[config.mk]
export PLATFORM = sky130hd
export DESIGN_NAME = mem_bus_ctrl
export DESIGN_NICKNAME = d
export VERILOG_FILES = /design/src/rtl/mem_bus_ctrl.sv
export SDC_FILE = /design/constraint.sdc
export NUM_CORES = 1
export LEC_CHECK = 0
export ABC_AREA = 1
export BUFFER_PORTS_ARGS = -buffer_cell sky130_fd_sc_hd__buf_4
export CAP_MARGIN = 20
export CORE_MARGIN = 1
export CORE_UTILIZATION = 41
export DETAILED_ROUTE_END_ITERATION = 12
export GPL_TIMING_DRIVEN = 0
export PLACE_DENSITY = 0.71
export SYNTH_ARGS = -nofsm -noshare
export SYNTH_HDL_FRONTEND = slang
export SYNTH_SLANG_ARGS = --single-unit
export TNS_END_PERCENT = 1
[constraint.sdc]
create_clock -name clk -period 1.9 [get_ports clk]
set_input_delay 0.095 -clock clk [delete_from_list [all_inputs] [get_ports clk]]
set_output_delay 0.095 -clock clk [all_outputs]
set_load 0.01 [all_outputs]
[src/rtl/mem_bus_ctrl.sv]
// mem_bus_ctrl: CPU-side controller in front of an 8-bit single-port block RAM.
// It decodes CPU requests against a 2**ADDR_WIDTH byte window at BASE_ADDR and
// sequences the RAM's one-cycle synchronous read latency. Each access completes
// with a one-cycle ack pulse. Out-of-window accesses never touch the RAM and
// complete with cpu_err.
//
// Ports
//   clk, reset      clock; synchronous active-high reset
//   cpu_req         request strobe, sampled only while idle
//   cpu_we          1 = write, 0 = read (sampled with cpu_req)
//   cpu_addr        CPU byte address (sampled with cpu_req)
//   cpu_wdata       write data (sampled with cpu_req)
//   cpu_ack         one-cycle completion pulse
//   cpu_rdata       read data, valid with cpu_ack on reads and held afterwards
//   cpu_err         pulses with cpu_ack for out-of-window accesses
//   cpu_busy        high while a request is in progress
//   mem_rd_enable   RAM read strobe
//   mem_wr_enable   RAM byte write enables (all set for a write)
//   mem_addr        RAM word address (window offset)
//   mem_wr_data     RAM write data
//   mem_rd_data     RAM read data, valid the cycle after the read strobe
module mem_bus_ctrl #(
   parameter int unsigned               DATA_WIDTH     = 8,
   parameter int unsigned               ADDR_WIDTH     = 12,
   parameter int unsigned               CPU_ADDR_WIDTH = 16,
   parameter logic [CPU_ADDR_WIDTH-1:0] BASE_ADDR      = '0,
   parameter logic [DATA_WIDTH-1:0]     OPEN_BUS       = '1
) (
   input  logic                      clk,
   input  logic                      reset,
   input  logic                      cpu_req,
   input  logic                      cpu_we,
   input  logic [CPU_ADDR_WIDTH-1:0] cpu_addr,
   input  logic [DATA_WIDTH-1:0]     cpu_wdata,
   output logic                      cpu_ack,
   output logic [DATA_WIDTH-1:0]     cpu_rdata,
   output logic                      cpu_err,
   output logic                      cpu_busy,
   output logic                      mem_rd_enable,
   output logic [3:0]                mem_wr_enable,
   output logic [ADDR_WIDTH-1:0]     mem_addr,
   output logic [DATA_WIDTH-1:0]     mem_wr_data,
   input  logic [DATA_WIDTH-1:0]     mem_rd_data
);

   typedef enum logic [1:0] {
      IDLE    = 2'd0,
      ACCESS  = 2'd1,
      CAPTURE = 2'd2,
      RESP    = 2'd3
   } state_t;

   // Window size held one bit wider than the CPU bus so a full-bus window still fits.
   localparam logic [CPU_ADDR_WIDTH:0] WIN_SIZE = (CPU_ADDR_WIDTH+1)'(1) << ADDR_WIDTH;

   state_t                    state;
   logic                      we_q;
   logic                      err_q;
   logic [CPU_ADDR_WIDTH-1:0] offset_c;
   logic                      in_window_c;

   // Offset wraps modulo the bus width, so addresses below BASE_ADDR land out of window.
   assign offset_c    = cpu_addr - BASE_ADDR;
   assign in_window_c = {1'b0, offset_c} < WIN_SIZE;

   // Request sequencer. RAM strobes are loaded on the edge entering ACCESS so the
   // RAM samples them at the end of ACCESS and its data is valid during CAPTURE.
   always_ff @(posedge clk) begin
      if (reset) begin
         state         <= IDLE;
         we_q          <= 1'b0;
         err_q         <= 1'b0;
         cpu_ack       <= 1'b0;
         cpu_err       <= 1'b0;
         cpu_busy      <= 1'b0;
         cpu_rdata     <= '0;
         mem_rd_enable <= 1'b0;
         mem_wr_enable <= 4'h0;
         mem_addr      <= '0;
         mem_wr_data   <= '0;
      end else begin
         cpu_ack       <= 1'b0;
         cpu_err       <= 1'b0;
         mem_rd_enable <= 1'b0;
         mem_wr_enable <= 4'h0;

         case (state)
            IDLE: begin
               if (cpu_req) begin
                  we_q     <= cpu_we;
                  err_q    <= ~in_window_c;
                  cpu_busy <= 1'b1;
                  if (in_window_c) begin
                     mem_addr <= offset_c[ADDR_WIDTH-1:0];
                     if (cpu_we) begin
                        mem_wr_enable <= 4'hF;
                        mem_wr_data   <= cpu_wdata;
                     end else begin
                        mem_rd_enable <= 1'b1;
                     end
                     state <= ACCESS;
                  end else begin
                     state <= RESP;
                  end
               end
            end

            ACCESS: begin
               state <= we_q ? RESP : CAPTURE;
            end

            CAPTURE: begin
               cpu_rdata <= mem_rd_data;
               state     <= RESP;
            end

            RESP: begin
               cpu_ack  <= 1'b1;
               cpu_err  <= err_q;
               cpu_busy <= 1'b0;
               if (err_q && !we_q) begin
                  cpu_rdata <= OPEN_BUS;
               end
               state <= IDLE;
            end

            default: begin
               cpu_busy <= 1'b0;
               state    <= IDLE;
            end
         endcase
      end
   end

endmodule

==> results of run 1 <==
## worst max-delay path, delay by kind of cell, from the launching register on
family          cells  cell delay (ns)
buf+inv             2             0.13
fa+ha+maj           1             0.22
simple gates        2             0.42
flops               1             0.41
compound gates      1             0.22
## cell usage after synthesis (2+ instances only)
cell type / n
ha_1: 5
dfxtp_1: 37
nor2_1: 19
inv_2: 2
a21oi_1: 5
buf_6: 2
o21ai_0: 18
nand3_1: 13
buf_2: 4
nand2_1: 42
nand4_1: 8
nor3_1: 3
buf_4: 4
nor2_2: 3
inv_1: 31
## cell families after synthesis
family / synth area share, %
compound gates: 7.63
fa+ha+maj: 3.97
buf+inv: 12.7
flops: 47.1
simple gates: 28.6
## per-layer routing
| metal | part of all wire (%) | up-vias |
|---|---|---|
| li1 | - | 809 |
| met1 | 46 | 663 |
| met2 | 46 | 52 |
| met3 | 5.9 | 5 |
| met4 | 1.8 | 0 |
| met5 | 0 | - |
## stage by stage
step | setup WS [ns] | utilization [%] | hold WS, ns | area (µm²) | power [W]
floorplan | 0.599 | - | 0.174 | 1570 | 0.00133
CTS | 0.359 | 64.5 | 0.00485 | 2360 | 0.00215
finish | 0.380 | 64.5 | 0.0107 | 2360 | 0.00212
global placement | 0.417 | 59.0 | 0.283 | 2160 | 0.00159
detailed placement | 0.380 | 59.0 | 0.284 | 2160 | 0.00161
global route | 0.111 | 64.5 | 0.0233 | 2360 | 0.00228
## report_power, final
group | total (W) | internal, W | switching, W
logic | 0.000642 | 0.000295 | 0.000347
clock network | 0.000515 | 0.000260 | 0.000255
registers | 0.000965 | 0.000894 | 0.0000705
## worst max path at each step
stage                          start  cells past startpoint                         to  slack, ns
4_1_cts        state[0]$_SDFFE_PP0P_                      6  cpu_rdata[1]$_SDFFE_PP0P_       0.36
2_1_floorplan  state[0]$_SDFFE_PP0P_                      9   mem_addr[7]$_SDFFE_PP0P_       0.60
6_report       state[0]$_SDFFE_PP0P_                      6  cpu_rdata[1]$_SDFFE_PP0P_       0.38
3_5_place_dp   state[0]$_SDFFE_PP0P_                      6  cpu_rdata[3]$_SDFFE_PP0P_       0.38
5_1_grt        state[0]$_SDFFE_PP0P_                      6  cpu_rdata[4]$_SDFFE_PP0P_       0.11
3_3_place_gp   state[0]$_SDFFE_PP0P_                      6  cpu_rdata[4]$_SDFFE_PP0P_       0.42
## final cells by class
type / count / area, µm² / share of cell area (%)
Sequential cell: 37 / 741 / 31.4
Clock buffer: 8 / 80.1 / 3.39
Tap cell: 48 / 60.1 / 2.55
Multi-Input combinational cell: 123 / 633 / 26.8
Inverter: 33 / 124 / 5.25
Timing Repair Buffer: 82 / 646 / 27.4
Buffer: 11 / 76.3 / 3.23
## timing repair
item | 4_1_cts | 5_1_grt
hold buffers | 12 | 0
endpoints found under the hold margin | 12 | 0
resized for setup | 0 | 0
## sequential cells by signal, summed over array words and instances (netlist names)
name	flops
mem_wr_data	8
cpu_busy	1
mem_rd_enable	1
cpu_ack	1
mem_wr_enable	1
cpu_err	1
state	2
we_q	1
cpu_rdata	8
mem_addr	12
err_q	1
==> flow_metrics.env, run 1 <==
export IMPL_grt_pass1_vias=1458
export IMPL_gr_usage_met3_pct=5.54
export IMPL_grt_pass1_wl_mm=6.30
export IMPL_h_tree_depth=2
export IMPL_setup_violations=0
export IMPL_clkTransAtPathRegs_ns=0.07
export IMPL_hpwl_mm=2.53
export IMPL_io_pin_count=72
export IMPL_met1_usage_pct=23.6
export IMPL_fp_dieH_um=64.0
export IMPL_fp_dieW_um=64.0
export IMPL_antenna_cells=0
export IMPL_firstDrtPassIters=4
export IMPL_synth_area_um2=1570
export IMPL_slowest_stage="dfxtp_1"
export IMPL_ys_flop_type="dfxtp_1"
export IMPL_power_density_nw_per_um2=899
export IMPL_hold_viol=0
export IMPL_final_cell_mix="74 x buf_4, 42 x nand2_1, 37 x dfxtp_1"
export IMPL_hold_path_startpoint="cpu_addr[4]"
export IMPL_ys_seq_area_share_pct=47.1
export IMPL_rows=22
export IMPL_drv_cap=0
export IMPL_layout_min_cycle_time_ns=1.52
export IMPL_critPathKind="reg2reg"
export IMPL_slew_violations=0
export IMPL_fin_nets=334
export IMPL_grt_max_degree=11
export IMPL_numPortBuffers=70
export IMPL_globalRouteOverflowTotal=0
export IMPL_die_area_um2=4090
export IMPL_ys_top_cells_by_area="dfxtp_1 47%, nand2_1 10%, inv_1 7.4%"
export IMPL_synth_cell_type_count=23
export IMPL_crit_chain="ha_1 > inv_1 > nand2_1 > nand2_1 > o21ai_0 > inv_1"
export IMPL_crit_path_max_fanout=9
export IMPL_cts_tree="done"
export IMPL_wl_per_cell_um=10.4
export IMPL_cts_buffers=5
export IMPL_drt_iter0_drc=42
export IMPL_rsz0062_at_grt="no"
export IMPL_async_reset_ff_share_pct=0
export IMPL_rrSetupSlack_ns=0.38
export IMPL_post_place_cells=322
export IMPL_final_common_cell="buf_4"
export IMPL_root_buffer="clkbuf_8"
export IMPL_finalSetupTns_ns=0
export IMPL_routed_via_count=1529
export IMPL_status="completed"
export IMPL_clockBufferDepth=2
export IMPL_syn_area_per_cell_um2=7.72
export IMPL_critPathCaptureType="register"
export IMPL_max_vdd_ir_drop_uv=681
export IMPL_grt_busiest_layer="met2"
export IMPL_initial_core_util_pct=43.0
export IMPL_min_path_type="in2reg"
export IMPL_relSlewSlack_pct=70.4
export IMPL_syn_num_nets=245
export IMPL_synth_top_area_cell="dfxtp_1"
export IMPL_worst_setup_path_start_kind="register"
export IMPL_cpPeakStageDelay_ns=0.41
export IMPL_arrival_ns=1.70
export IMPL_place_gp_congestion=0.779
export IMPL_antenna_found_initial=0
export IMPL_ys_seq_elements=37
export IMPL_rr_endpoint="cpu_rdata[1]$_SDFFE_PP0P_"
export IMPL_insertion_delay_ns=0.29
export IMPL_fp_coreArea_um2=3660
export IMPL_worst_clock_skew_ns=0.00313
export IMPL_synthCells=204
export IMPL_use_met2_pct=34.3
export IMPL_yosysWarningCount=0
export IMPL_synth_edf_count=0
export IMPL_instances_no_fill=342
export IMPL_drc=0
export IMPL_worstPathRequired_ns=2.08
export IMPL_tightest_slew_ns=0.444
export IMPL_hold_depth=3
export IMPL_wirelength_mm=3.56
export IMPL_p_leak_nw=1.29
export IMPL_fin_crit_sh_pct=80.0
export IMPL_hold_end="mem_addr[4]$_SDFFE_PP0P_"
export IMPL_cts_setup_buffers=0
export IMPL_drtAntennaViolNets=0
export IMPL_drive_above_1_share_pct=32.7
export IMPL_synth_top_cell_area_share_pct=47.1
export IMPL_num_fill_cells=347
export IMPL_fmaxAchievable_ghz=0.658
export IMPL_rr_startpoint="state[0]$_SDFFE_PP0P_"
export IMPL_cts_sinks=37
export IMPL_grt_total_usage_pct=20.2
export IMPL_vias_per_cell=4.47
export IMPL_reg2reg_depth=6
export IMPL_area_delta_synth_final_pct=49.9
No activity file was read; power rests on OpenSTA's default activity.
==> run 2: changes to the inputs <==
==> constraint.sdc (replaced) <==
create_clock -name clk -period 1.59 [get_ports clk]
set_input_delay 0.0795 -clock clk [delete_from_list [all_inputs] [get_ports clk]]
set_output_delay 0.0795 -clock clk [all_outputs]
set_load 0.01 [all_outputs]
==> run 2 against run 1 <==
Clock power is 19% higher. Sequential share of layout area shrank 0.24 points. First-iteration DRC count is 9.5% higher. Fmax is 7.3% higher. Hold slack improved by 0.073 ns.
==> flow_metrics.env, run 2 (synthesis results as in run 1) <==
export IMPL_vias_per_cell=4.44
export IMPL_fp_dieH_um=64.0
export IMPL_gr_usage_met3_pct=5.54
export IMPL_wirelength_mm=3.61
export IMPL_num_fill_cells=343
export IMPL_clockBufferDepth=2
export IMPL_stdcell_area_um2=2380
export IMPL_wl_per_cell_um=10.5
export IMPL_place_gp_congestion=0.779
export IMPL_max_vdd_ir_drop_uv=794
export IMPL_rrSetupSlack_ns=0.17
export IMPL_worstPathRequired_ns=1.82
export IMPL_slew_violations=0
export IMPL_setup_violations=0
export IMPL_reg_top3="mem_addr (12), cpu_rdata (8), mem_wr_data (8)"
export IMPL_use_met2_pct=34.3
export IMPL_root_buffer="clkbuf_8"
export IMPL_top_register="mem_addr"
export IMPL_area_delta_synth_final_pct=51.4
export IMPL_finalSetupTns_ns=0
export IMPL_cts_sinks=37
export IMPL_p_leak_nw=1.30
export IMPL_min_path_type="in2reg"
export IMPL_hold_viol=0
export IMPL_fin_ws_ns=0.173
export IMPL_globalRouteOverflowTotal=0
export IMPL_power_density_nw_per_um2=1070
export IMPL_hold_depth=2
export IMPL_fp_dieW_um=64.0
export IMPL_relSlewSlack_pct=70.2
export IMPL_status="completed"
export IMPL_cts_buffers=5
export IMPL_arrival_ns=1.65
export IMPL_finalPower_w=0.00256
export IMPL_worst_clock_skew_ns=0.00222
export IMPL_post_place_cells=322
export IMPL_largest_reg_flops=12
export IMPL_met1_usage_pct=23.7
export IMPL_grt_max_degree=11
export IMPL_initial_core_util_pct=43.0
export IMPL_fp_coreArea_um2=3660
export IMPL_placed_area_um2=2160
export IMPL_grt_pass1_wl_mm=6.31
export IMPL_reg2reg_depth=9
export IMPL_grt_busiest_layer="met2"
export IMPL_clkTransAtPathRegs_ns=0.07
export IMPL_insertion_delay_ns=0.29
export IMPL_hold_path_startpoint="reset"
export IMPL_drt_iter0_drc=46
export IMPL_h_tree_depth=2
export IMPL_instances_no_fill=343
export IMPL_rsz0062_at_grt="yes"
export IMPL_rr_endpoint="mem_addr[8]$_SDFFE_PP0P_"
export IMPL_critPathKind="reg2reg"
export IMPL_antenna_found_initial=0
export IMPL_rows=22
export IMPL_hpwl_mm=2.53
export IMPL_final_cell_mix="73 x buf_4, 40 x nand2_1, 36 x dfxtp_1"
export IMPL_rr_startpoint="state[1]$_SDFFE_PP0P_"
export IMPL_firstDrtPassIters=4
export IMPL_numPortBuffers=70
export IMPL_grt_total_usage_pct=20.2
export IMPL_layout_min_cycle_time_ns=1.42
export IMPL_io_pin_count=72
export IMPL_drc=0
export IMPL_tightest_slew_ns=0.447
export IMPL_crit_path_max_fanout=10
export IMPL_die_area_um2=4090
export IMPL_drtAntennaViolNets=0
export IMPL_fin_crit_sh_pct=89.1
export IMPL_grt_pass1_vias=1461
export IMPL_critPathCaptureType="register"
export IMPL_routed_via_count=1522
export IMPL_hold_end="we_q$_SDFFE_PP0P_"
export IMPL_antenna_cells=0
export IMPL_worst_setup_path_start_kind="register"
export IMPL_drive_above_1_share_pct=33.6
export IMPL_fmaxAchievable_ghz=0.705
export IMPL_final_common_cell="buf_4"
export IMPL_drv_cap=0
export IMPL_dp_slack_ns=0.0699
export IMPL_cts_tree="done"
export IMPL_fin_nets=335
[run 2: worst max-delay path by stage]
stage | from | to | slack, ns | cells after the start
CTS | state[0]$_SDFFE_PP0P_ | cpu_rdata[1]$_SDFFE_PP0P_ | 0.05 | 6
global route | state[0]$_SDFFE_PP0P_ | mem_addr[5]$_SDFFE_PP0P_ | -0.008 | 9
floorplan | state[0]$_SDFFE_PP0P_ | mem_addr[7]$_SDFFE_PP0P_ | 0.29 | 9
finish | state[1]$_SDFFE_PP0P_ | mem_addr[8]$_SDFFE_PP0P_ | 0.17 | 9
global placement | state[0]$_SDFFE_PP0P_ | cpu_rdata[4]$_SDFFE_PP0P_ | 0.11 | 6
detailed placement | state[0]$_SDFFE_PP0P_ | cpu_rdata[3]$_SDFFE_PP0P_ | 0.07 | 6
[run 2: final cells by class]
cell class	count	area, µm²	area share (%)
Sequential cell	37	742	31.1
Inverter	33	124	5.20
Multi-Input combinational cell	123	638	26.8
Tap cell	48	60.1	2.52
Buffer	11	82.6	3.47
Clock buffer	8	80.1	3.36
Timing Repair Buffer	83	656	27.5
[run 2: critical path, cell delays in order (launching register included)]
cell	delay [ns]
dfxtp_1	0.34
inv_1	0.12
ha_1	0.20
nand2_2	0.10
inv_2	0.09
nand3_4	0.10
nor2_2	0.15
buf_6	0.15
nand2_1	0.05
nand2_1	0.05
[run 2: per-layer routing]
| metal | vias to the layer above | routed length, µm |
|---|---|---|
| met5 | - | 0 |
| met4 | 0 | 64 |
| met2 | 52 | 1700 |
| met1 | 656 | 1640 |
| li1 | 809 | - |
| met3 | 5 | 212 |
[run 2: metrics by stage]
stage / utilization [%] / hold WS, ns
3_5_place_dp: 59.0 / 0.268
2_1_floorplan: - / 0.159
3_3_place_gp: 59.0 / 0.267
4_1_cts: 64.7 / 0.0775
5_1_grt: 65.1 / 0.0930
6_report: 65.1 / 0.0833
[run 2: repair_timing]
item | in CTS | in global routing
hold buffers | 13 | 0
buffers inserted | 0 | 0
endpoints found under the hold margin | 13 | 0
setup endpoints to repair | 0 | 24
resized for setup | 0 | 5
[run 2: power breakdown]
part | internal (W) | total [W] | switching, W
logic | 0.000363 | 0.000789 | 0.000426
registers | 0.00107 | 0.00116 | 0.0000856
clock network | 0.000311 | 0.000614 | 0.000303
total | 0.00175 | 0.00256 | 0.000815
==> run 3: changes to the inputs <==
--- a/config.mk
+++ b/config.mk
@@ -13,6 +13,7 @@
 export DETAILED_ROUTE_END_ITERATION = 12
 export GPL_TIMING_DRIVEN = 0
 export PLACE_DENSITY = 0.71
+export RECOVER_POWER = 25
 export SYNTH_ARGS = -nofsm -noshare
 export SYNTH_HDL_FRONTEND = slang
 export SYNTH_SLANG_ARGS = --single-unit
==> run 3 against run 2 <==
Via count rose by 0.20%. Critical path depth did not move. Fmax barely moved. Global-route usage did not move. Hold slack barely moved. Combinational power fell by 4.4%. First-iteration DRC count fell by 2.2%. Non-clock buffer count did not move. Sequential share of layout area rose by 0.86 points. Sequential cell count did not move. Wire length rose by 0.66%. Highest routed layer unchanged. Critical endpoint unchanged. Clock power barely moved.
==> flow_metrics.env, run 3 (synthesis results as in run 1) <==
export IMPL_status="completed"
export IMPL_reg_top3="mem_addr (12), cpu_rdata (8), mem_wr_data (8)"
export IMPL_switching_power_w=0.000816
export IMPL_p_leak_nw=1.23
export IMPL_worst_clock_skew_ns=0.00229
export IMPL_fp_coreArea_um2=3660
export IMPL_p_sw_share_pct=32.3
export IMPL_fin_nets=335
export IMPL_fin_crit_sh_pct=89.2
export IMPL_fp_dieW_um=64.0
export IMPL_grt_total_usage_pct=20.2
export IMPL_max_vdd_ir_drop_uv=787
export IMPL_clockBufferDepth=2
export IMPL_worst_setup_path_start_kind="register"
export IMPL_grt_pass1_vias=1461
export IMPL_arrival_ns=1.65
export IMPL_worstPathRequired_ns=1.82
export IMPL_layout_min_cycle_time_ns=1.42
export IMPL_grt_pass1_wl_mm=6.31
export IMPL_finalSetupTns_ns=0
export IMPL_drive_above_1_share_pct=27.8
export IMPL_clkTransAtPathRegs_ns=0.07
export IMPL_drtAntennaViolNets=0
export IMPL_root_buffer="clkbuf_8"
export IMPL_die_area_um2=4090
export IMPL_hpwl_mm=2.53
export IMPL_stdcell_area_um2=2320
export IMPL_drt_iter0_drc=45
export IMPL_power_density_nw_per_um2=1090
export IMPL_firstDrtPassIters=4
export IMPL_insertion_delay_ns=0.29
export IMPL_antenna_found_initial=0
export IMPL_clkPwrFrac_pct=24.3
export IMPL_routed_via_count=1525
export IMPL_area_delta_synth_final_pct=47.3
export IMPL_rsz0062_at_grt="yes"
export IMPL_hold_viol=0
export IMPL_numPortBuffers=70
export IMPL_setup_violations=0
export IMPL_critPathCaptureType="register"
export IMPL_placed_area_um2=2160
export IMPL_crit_path_max_fanout=10
export IMPL_instances_no_fill=343
export IMPL_h_tree_depth=2
export IMPL_p_int_w=0.00171
export IMPL_grt_max_degree=11
export IMPL_io_pin_count=72
export IMPL_largest_reg_flops=12
export IMPL_cts_tree="done"
export IMPL_relSlewSlack_pct=70.2
export IMPL_slew_violations=0
export IMPL_initial_core_util_pct=43.0
export IMPL_vias_per_cell=4.45
export IMPL_wl_per_cell_um=10.6
export IMPL_top_register="mem_addr"
export IMPL_fp_dieH_um=64.0
export IMPL_rows=22
export IMPL_fmaxAchievable_ghz=0.705
export IMPL_finalPower_w=0.00252
export IMPL_antenna_cells=0
export IMPL_post_place_cells=322
export IMPL_min_path_type="in2reg"
export IMPL_combPwrFrac_pct=29.9
export IMPL_cts_buffers=5
export IMPL_cts_sinks=37
export IMPL_tightest_slew_ns=0.446
export IMPL_final_cell_mix="56 x buf_4, 40 x nand2_1, 36 x dfxtp_1"
export IMPL_drc=0
export IMPL_cts_setup_buffers=0
export IMPL_globalRouteOverflowTotal=0
export IMPL_final_common_cell="buf_4"
export IMPL_final_core_util_pct=63.3
export IMPL_drv_cap=0
export IMPL_place_gp_congestion=0.779
export IMPL_critPathKind="reg2reg"
export IMPL_wirelength_mm=3.64
export IMPL_seq_power_share_pct=45.8
run 3: changes by cell type in the layout (fill, tap and decap cells not counted):
cell	delta
buf_4	-17
clkbuf_1	+17
run 3: worst paths after layout:
check	from	end	slack [ns]	cells past startpoint
worst max-delay path	state[1]$_SDFFE_PP0P_	mem_addr[8]$_SDFFE_PP0P_	0.17	9
worst min-delay path	reset	we_q$_SDFFE_PP0P_	0.08	2
worst max register to register	state[1]$_SDFFE_PP0P_	mem_addr[8]$_SDFFE_PP0P_	0.17	9
worst min register to register	mem_addr[1]$_SDFFE_PP0P_	mem_addr[1]$_SDFFE_PP0P_	0.47	2
run 3: metal layers:
metal / GRT usage [%] / up-vias / part of all wire, %
li1: - / 810 / -
met1: 23.7 / 658 / 46
met2: 34.3 / 52 / 46
met3: 5.54 / 5 / 5.7
met4: 8.52 / 0 / 1.8
met5: 0 / - / 0
run 3: power groups by stage:
stage	Clock, W	Combinational, W	Sequential, W
floorplan	0	0.000383	0.00121
global placement	0	0.000738	0.00117
detailed placement	0	0.000749	0.00117
CTS	0.000637	0.000777	0.00115
global route	0.000678	0.000863	0.00118
finish	0.000615	0.000754	0.00116
run 3: timing repair:
item | CTS | global route
resized for setup | 0 | 5
hold buffers | 13 | 0
endpoints found under the hold margin | 13 | 0
endpoints found under the setup margin | 0 | 24
run 3: cell type report:
class	instances	area, µm²
Fill cell	363	1340
Sequential cell	37	742
Multi-Input combinational cell	123	638
Timing Repair Buffer	83	592
Inverter	33	124
Buffer	11	82.6
Clock buffer	8	80.1
Tap cell	48	60.1
run 3: per-stage QoR:
step / hold slack [ns] / setup slack, ns
global route: 0.0930 / -0.00831
detailed placement: 0.268 / 0.0699
floorplan: 0.159 / 0.289
CTS: 0.0775 / 0.0494
global placement: 0.267 / 0.107
finish: 0.0837 / 0.172
run 3: worst max-delay path, cell delays in order (launching register included):
cell	delay [ns]
dfxtp_1	0.34
inv_1	0.12
ha_1	0.20
nand2_2	0.10
inv_2	0.09
nand3_4	0.10
nor2_2	0.15
buf_6	0.16
nand2_1	0.05
nand2_1	0.05
